$ cat src/rtl/channel_mean_stats.sv
// Per-channel frame mean engine: accumulates sum/count per colour channel between
// sof and eof, then divides each channel with one shared restoring divider.
//
// state  | meaning
// IDLE   | waiting for a sof pixel; everything else ignored
// ACCUM  | accumulating pixels of the current frame
// DIVIDE | one settle cycle, then per channel: load + SUM_W quotient bits
module channel_mean_stats #(
  parameter int DATA_W = 8,
  parameter int NUM_CH = 3,
  parameter int CH_W   = 2,
  parameter int CNT_W  = 20,
  localparam int SUM_W = DATA_W + CNT_W
) (
  input  logic                     clk,
  input  logic                     rst_n,
  input  logic                     valid_i,
  input  logic [CH_W-1:0]          ch_i,
  input  logic [DATA_W-1:0]        data_i,
  input  logic                     sof_i,
  input  logic                     eof_i,
  output logic [NUM_CH*DATA_W-1:0] mean_o,
  output logic                     mean_valid_o,
  output logic                     busy_o,
  output logic                     err_o
);

  localparam logic [1:0] S_IDLE   = 2'd0;
  localparam logic [1:0] S_ACCUM  = 2'd1;
  localparam logic [1:0] S_DIVIDE = 2'd2;
  localparam int IT_W = (SUM_W > 2) ? $clog2(SUM_W) : 1;
  localparam logic [CNT_W-1:0]  CNT_MAX  = '1;
  localparam logic [DATA_W-1:0] MEAN_MAX = '1;

  logic [1:0]        state;
  logic              v_q, sof_q, eof_q;
  logic [CH_W-1:0]   ch_q;
  logic [DATA_W-1:0] d_q;

  logic [SUM_W-1:0]  sum_r [NUM_CH];
  logic [CNT_W-1:0]  cnt_r [NUM_CH];
  logic [DATA_W-1:0] mean_stage [NUM_CH];

  logic              settle, div_load;
  logic [CH_W-1:0]   div_ch;
  logic [IT_W-1:0]   it_cnt;
  logic [CNT_W-1:0]  rem, dvs;
  logic [SUM_W-1:0]  dq;

  logic [SUM_W-1:0]  sel_sum;
  logic [CNT_W-1:0]  sel_cnt;
  logic [CNT_W:0]    rem_sh;
  logic              ge;
  logic [CNT_W-1:0]  diff, rem_n;
  logic [SUM_W-1:0]  dq_n;
  logic [DATA_W-1:0] quo;

  assign busy_o = (state == S_DIVIDE) && !settle;

  always_comb begin
    sel_sum = '0;
    sel_cnt = '0;
    for (int c = 0; c < NUM_CH; c++) begin
      if (div_ch == CH_W'(c)) begin
        sel_sum = sum_r[c];
        sel_cnt = cnt_r[c];
      end
    end
  end

  // One restoring step; remainder stays below the divisor so CNT_W bits suffice.
  always_comb begin
    rem_sh = {rem, dq[SUM_W-1]};
    ge     = rem_sh >= {1'b0, dvs};
    diff   = rem_sh[CNT_W-1:0] - dvs;
    rem_n  = ge ? diff : rem_sh[CNT_W-1:0];
    dq_n   = {dq[SUM_W-2:0], ge};
    if (dvs == '0)
      quo = '0;
    else if (dq_n > {{CNT_W{1'b0}}, MEAN_MAX})
      quo = MEAN_MAX;
    else
      quo = dq_n[DATA_W-1:0];
  end

  always_ff @(posedge clk or negedge rst_n) begin
    if (!rst_n) begin
      state        <= S_IDLE;
      v_q          <= 1'b0;
      sof_q        <= 1'b0;
      eof_q        <= 1'b0;
      ch_q         <= '0;
      d_q          <= '0;
      settle       <= 1'b0;
      div_load     <= 1'b0;
      div_ch       <= '0;
      it_cnt       <= '0;
      rem          <= '0;
      dvs          <= '0;
      dq           <= '0;
      mean_o       <= '0;
      mean_valid_o <= 1'b0;
      err_o        <= 1'b0;
      for (int c = 0; c < NUM_CH; c++) begin
        sum_r[c]      <= '0;
        cnt_r[c]      <= '0;
        mean_stage[c] <= '0;
      end
    end else begin
      v_q          <= valid_i;
      sof_q        <= sof_i;
      eof_q        <= eof_i;
      ch_q         <= ch_i;
      d_q          <= data_i;
      mean_valid_o <= 1'b0;
      case (state)
        S_IDLE, S_ACCUM: begin
          settle <= 1'b1;
          if (v_q && sof_q) begin
            err_o <= 1'b0;
            for (int c = 0; c < NUM_CH; c++) begin
              sum_r[c] <= (ch_q == CH_W'(c)) ? SUM_W'(d_q) : '0;
              cnt_r[c] <= (ch_q == CH_W'(c)) ? CNT_W'(1) : '0;
            end
            state <= eof_q ? S_DIVIDE : S_ACCUM;
          end else if (v_q && state == S_ACCUM) begin
            for (int c = 0; c < NUM_CH; c++) begin
              if (ch_q == CH_W'(c)) begin
                if (cnt_r[c] == CNT_MAX) begin
                  err_o <= 1'b1;
                end else begin
                  sum_r[c] <= sum_r[c] + SUM_W'(d_q);
                  cnt_r[c] <= cnt_r[c] + CNT_W'(1);
                end
              end
            end
            if (eof_q)
              state <= S_DIVIDE;
          end
        end
        S_DIVIDE: begin
          if (v_q)
            err_o <= 1'b1;
          if (settle) begin
            settle   <= 1'b0;
            div_load <= 1'b1;
            div_ch   <= '0;
          end else if (div_load) begin
            rem      <= '0;
            dq       <= sel_sum;
            dvs      <= sel_cnt;
            it_cnt   <= IT_W'(SUM_W - 1);
            div_load <= 1'b0;
          end else begin
            rem <= rem_n;
            dq  <= dq_n;
            if (it_cnt == '0) begin
              if (div_ch == CH_W'(NUM_CH - 1)) begin
                for (int c = 0; c < NUM_CH; c++)
                  mean_o[c*DATA_W +: DATA_W] <= (c == NUM_CH - 1) ? quo : mean_stage[c];
                mean_valid_o <= 1'b1;
                state        <= S_IDLE;
              end else begin
                for (int c = 0; c < NUM_CH; c++)
                  if (div_ch == CH_W'(c))
                    mean_stage[c] <= quo;
                div_ch   <= div_ch + CH_W'(1);
                div_load <= 1'b1;
              end
            end else begin
              it_cnt <= it_cnt - IT_W'(1);
            end
          end
        end
        default: state <= S_IDLE;
      endcase
    end
  end

endmodule

$ cat config.mk
export PLATFORM = sky130hd
export DESIGN_NAME = channel_mean_stats
export DESIGN_NICKNAME = d
export VERILOG_FILES = /design/src/rtl/channel_mean_stats.sv
export SDC_FILE = /design/constraint.sdc
export NUM_CORES = 1
export LEC_CHECK = 0
export CAP_MARGIN = 25
export CORE_UTILIZATION = 40
export CTS_CLUSTER_DIAMETER = 200
export DETAILED_ROUTE_END_ITERATION = 7
export HOLD_SLACK_MARGIN = 0.03
export SLEW_MARGIN = 10
export SYNTH_ARGS = -nofsm -noshare
export SYNTH_HDL_FRONTEND = slang
export SYNTH_SLANG_ARGS = --single-unit
$ cat constraint.sdc
create_clock -name clk -period 2.55 [get_ports clk]
set_input_delay 0.3825 -clock clk [delete_from_list [all_inputs] [get_ports clk]]
set_output_delay 0.3825 -clock clk [all_outputs]
set_load 0.01 [all_outputs]
==> flow_summary.toml <==
[clocking]
clkSlewWorstSetupHoldPaths_ns = 0.06
cts-buffers-inserted = 34
cts.path.max_buffers = 3
h-tree-depth = 2
root_buffer = "clkbuf_16"
cts_tree = "yes"
clock_latency_ns = 0.55
cts.sinks = 278

[global_routing]
first_global_vias = 13000
grt-ovfl-total = 0
antenna_found_initial = 0
grt_pass1_wl_um = 68800
grt_max_degree = 113
grt_use_total_pct = 21.0

[detailed_routing]
drtIter0Drc = 883
vias = 13400
drcViolationCount = 0
viasPerCell = 5.26
post_drt_wl_per_cell_um = 16.6
dr.pass1.iters = 5
antenna_left = 0
routed_wl_um = 42300

[logic_synthesis]
synthArstFlopShare_pct = 100
synth_cell_type_count = 76
synth-edff-count = 0
yosysWarningCount = 0
ys_top_cells_by_area = "dfrtp_1 44%, nand2_1 6.7%, nor2_1 6.2%"
ys_ff_latch = 278
yosys.area.top_type = "dfrtp_1"
synth.most_common_cell = "nand2_1"
syn_area_per_cell_um2 = 8.65
synth_cells = 1819
yosysSeqAreaShare_pct = 44.2
netlist_top_cells_count = "279 x nand2_1, 278 x dfrtp_1, 259 x nor2_1"
synth_fp_nets = 1890
synth_area_um2 = 15700
yosysTopAreaCellShare_pct = 44.2
synth_ff_type = "dfrtp_1"

[finish]
final_area_um2 = 19900
multiInputGateArea_um2 = 8760
finalNetCount = 2078
antenna_cells = 0
utilization_pct = 51.4
fillers = 3616
drive_gt1_share_pct = 20.0
stdcell_count = 2549
area_growth_pct = 26.5
ff_latch_area_um2 = 6960

[place]
post-place-cells = 2455
dpl_cell_area_um2 = 17800
dp_hpwl_um = 29000
pre_cts_slack_ns = -0.329
routabilityCongestion = 0.855
io_buffers = 41

[sta]
slew_headroom_pct = 61.8
rsz0062_at_grt = "true"
finalCritPeriodShare_pct = 107
finalCriticalPeriod_ns = 2.73
worstMarginPinSlew_ns = 0.572
fin_ws_ns = -0.177
final-setup-viol-count = 28
tns_ns = -2.99
hold_ws_ns = 0.285
drv_slew = 0
fin_skew_ns = 0.0304
clock.fmax_mhz = 367
hold_violations = 0

[worst_setup_path]
worstSetupEndpointType = "register"
path_max_fanout = 7
worstPathRequired_ns = 2.97
start_kind = "register"
arrival_ns = 3.15
worstSetupPathType = "reg2reg"
r2r_setup_slack_ns = -0.18

[floorplanning]
die_h_um = 200
placementRows = 72
core_um2 = 38700
ioPinCount = 42
die_area_um2 = 40100
die_w_um = 200
start_util_pct = 40.6

[run]
drv_cap = 0

[status]
violations = "setup timing"
status = "finished with violations"

[power]
fin_total_pwr_mw = 20.0
vdd_ir_drop_max_v = 0.000540
p_leak_nw = 8.98
power_density_nw_per_um2 = 1000

[worst_hold_path]
min_path_type = "in2reg"
[cell usage in the layout, fill, tap and decap left out, types with 10 or more instances in the layout]
| master | count |
|---|---|
| o21ai_0 | 116 |
| nor4_1 | 14 |
| xor2_1 | 57 |
| a211oi_2 | 10 |
| and3_1 | 25 |
| clkdlybuf4s50_1 | 39 |
| a21oi_2 | 14 |
| nand4_1 | 26 |
| xnor2_1 | 66 |
| ha_1 | 46 |
| o21ai_1 | 14 |
| clkbuf_16 | 35 |
| buf_6 | 13 |
| mux2_2 | 24 |
| nand2_1 | 277 |
| buf_4 | 174 |
| mux2i_1 | 32 |
| buf_12 | 10 |
| nor2_1 | 251 |
| a22oi_1 | 20 |
| nor3_1 | 25 |
| dfrtp_1 | 276 |
| a21oi_1 | 110 |
| nand3_1 | 50 |
| o21ai_2 | 16 |
| or3_1 | 11 |
| inv_1 | 63 |
[power breakdown]
part	internal, mW	switching [mW]
combinational	4.27	5.12
clock	3.07	1.95
sequential	4.99	0.548
total	12.3	7.62
[path summary, 6_finish.rpt]
check / startpoint / cells after the start / to
setup reg to reg: rem[0] / 12 / rem[3]
min in group asynchronous: rst_n / 2 / mean_o[6]
setup / recovery: rem[0] / 12 / rem[3]
max in group asynchronous: rst_n / 3 / d_q[0]
hold / removal: data_i[5] / 1 / d_q[5]
hold reg to reg: mean_stage[20] / 2 / mean_o[4]
[sequential cells by signal, indices dropped and copies added, names as in the netlist, 2 cells and up]
| name | cells |
|---|---|
| ch_q | 2 |
| cnt_r | 60 |
| d_q | 8 |
| div_ch | 2 |
| dq | 28 |
| dvs | 20 |
| it_cnt | 5 |
| mean_o | 24 |
| mean_stage | 16 |
| rem | 20 |
| state | 2 |
| sum_r | 84 |
[cells by family after synthesis]
logic type               Yosys count  synth area share, %
AND/OR/NAND/NOR                  759                 21.7
AO/OA/AOI/OAI                    386                 14.7
flip-flops                       278                 44.2
buffers and inverters            160                 4.06
XOR/XNOR                         124                 6.91
multiplexers                      56                 3.76
adder cells (fa/ha/maj)           56                 4.65
[area by class of cell]
type,count,area share (%)
tap,518,3.26
clock inverter,14,0.975
multi-input combinational,1383,44.0
inverter,69,1.30
timing repair buffer,241,10.6
clock buffer,46,4.86
sequential,278,35.0
[routing by layer]
layer,share of wire [%],vias up,global-route usage (%)
met5,0,-,0
met3,4.8,52,3.37
li1,-,6640,-
met2,44,285,31.9
met4,1.7,0,5.21
met1,49,6429,31.1
[critical path: stages (launching register included)]
cell and delay, ns:
dfrtp_1 0.38, ha_1 0.31, nor2b_4 0.13, o31a_1 0.29, o41ai_4 0.32, o211ai_1 0.14
a31o_1 0.24, a31oi_4 0.24, buf_6 0.17, buf_12 0.16, a211oi_4 0.04, a21oi_1 0.13
o21ai_1 0.08
[repair_timing]
action	4_1_cts	5_1_grt
buffers inserted	13	17
setup endpoints to repair	76	88
gates cloned	2	1
hold buffers	1	0
hold endpoints to repair	62	0
pin swaps	26	48
gates resized for setup	68	95
Power figures use the tool's default switching activity.
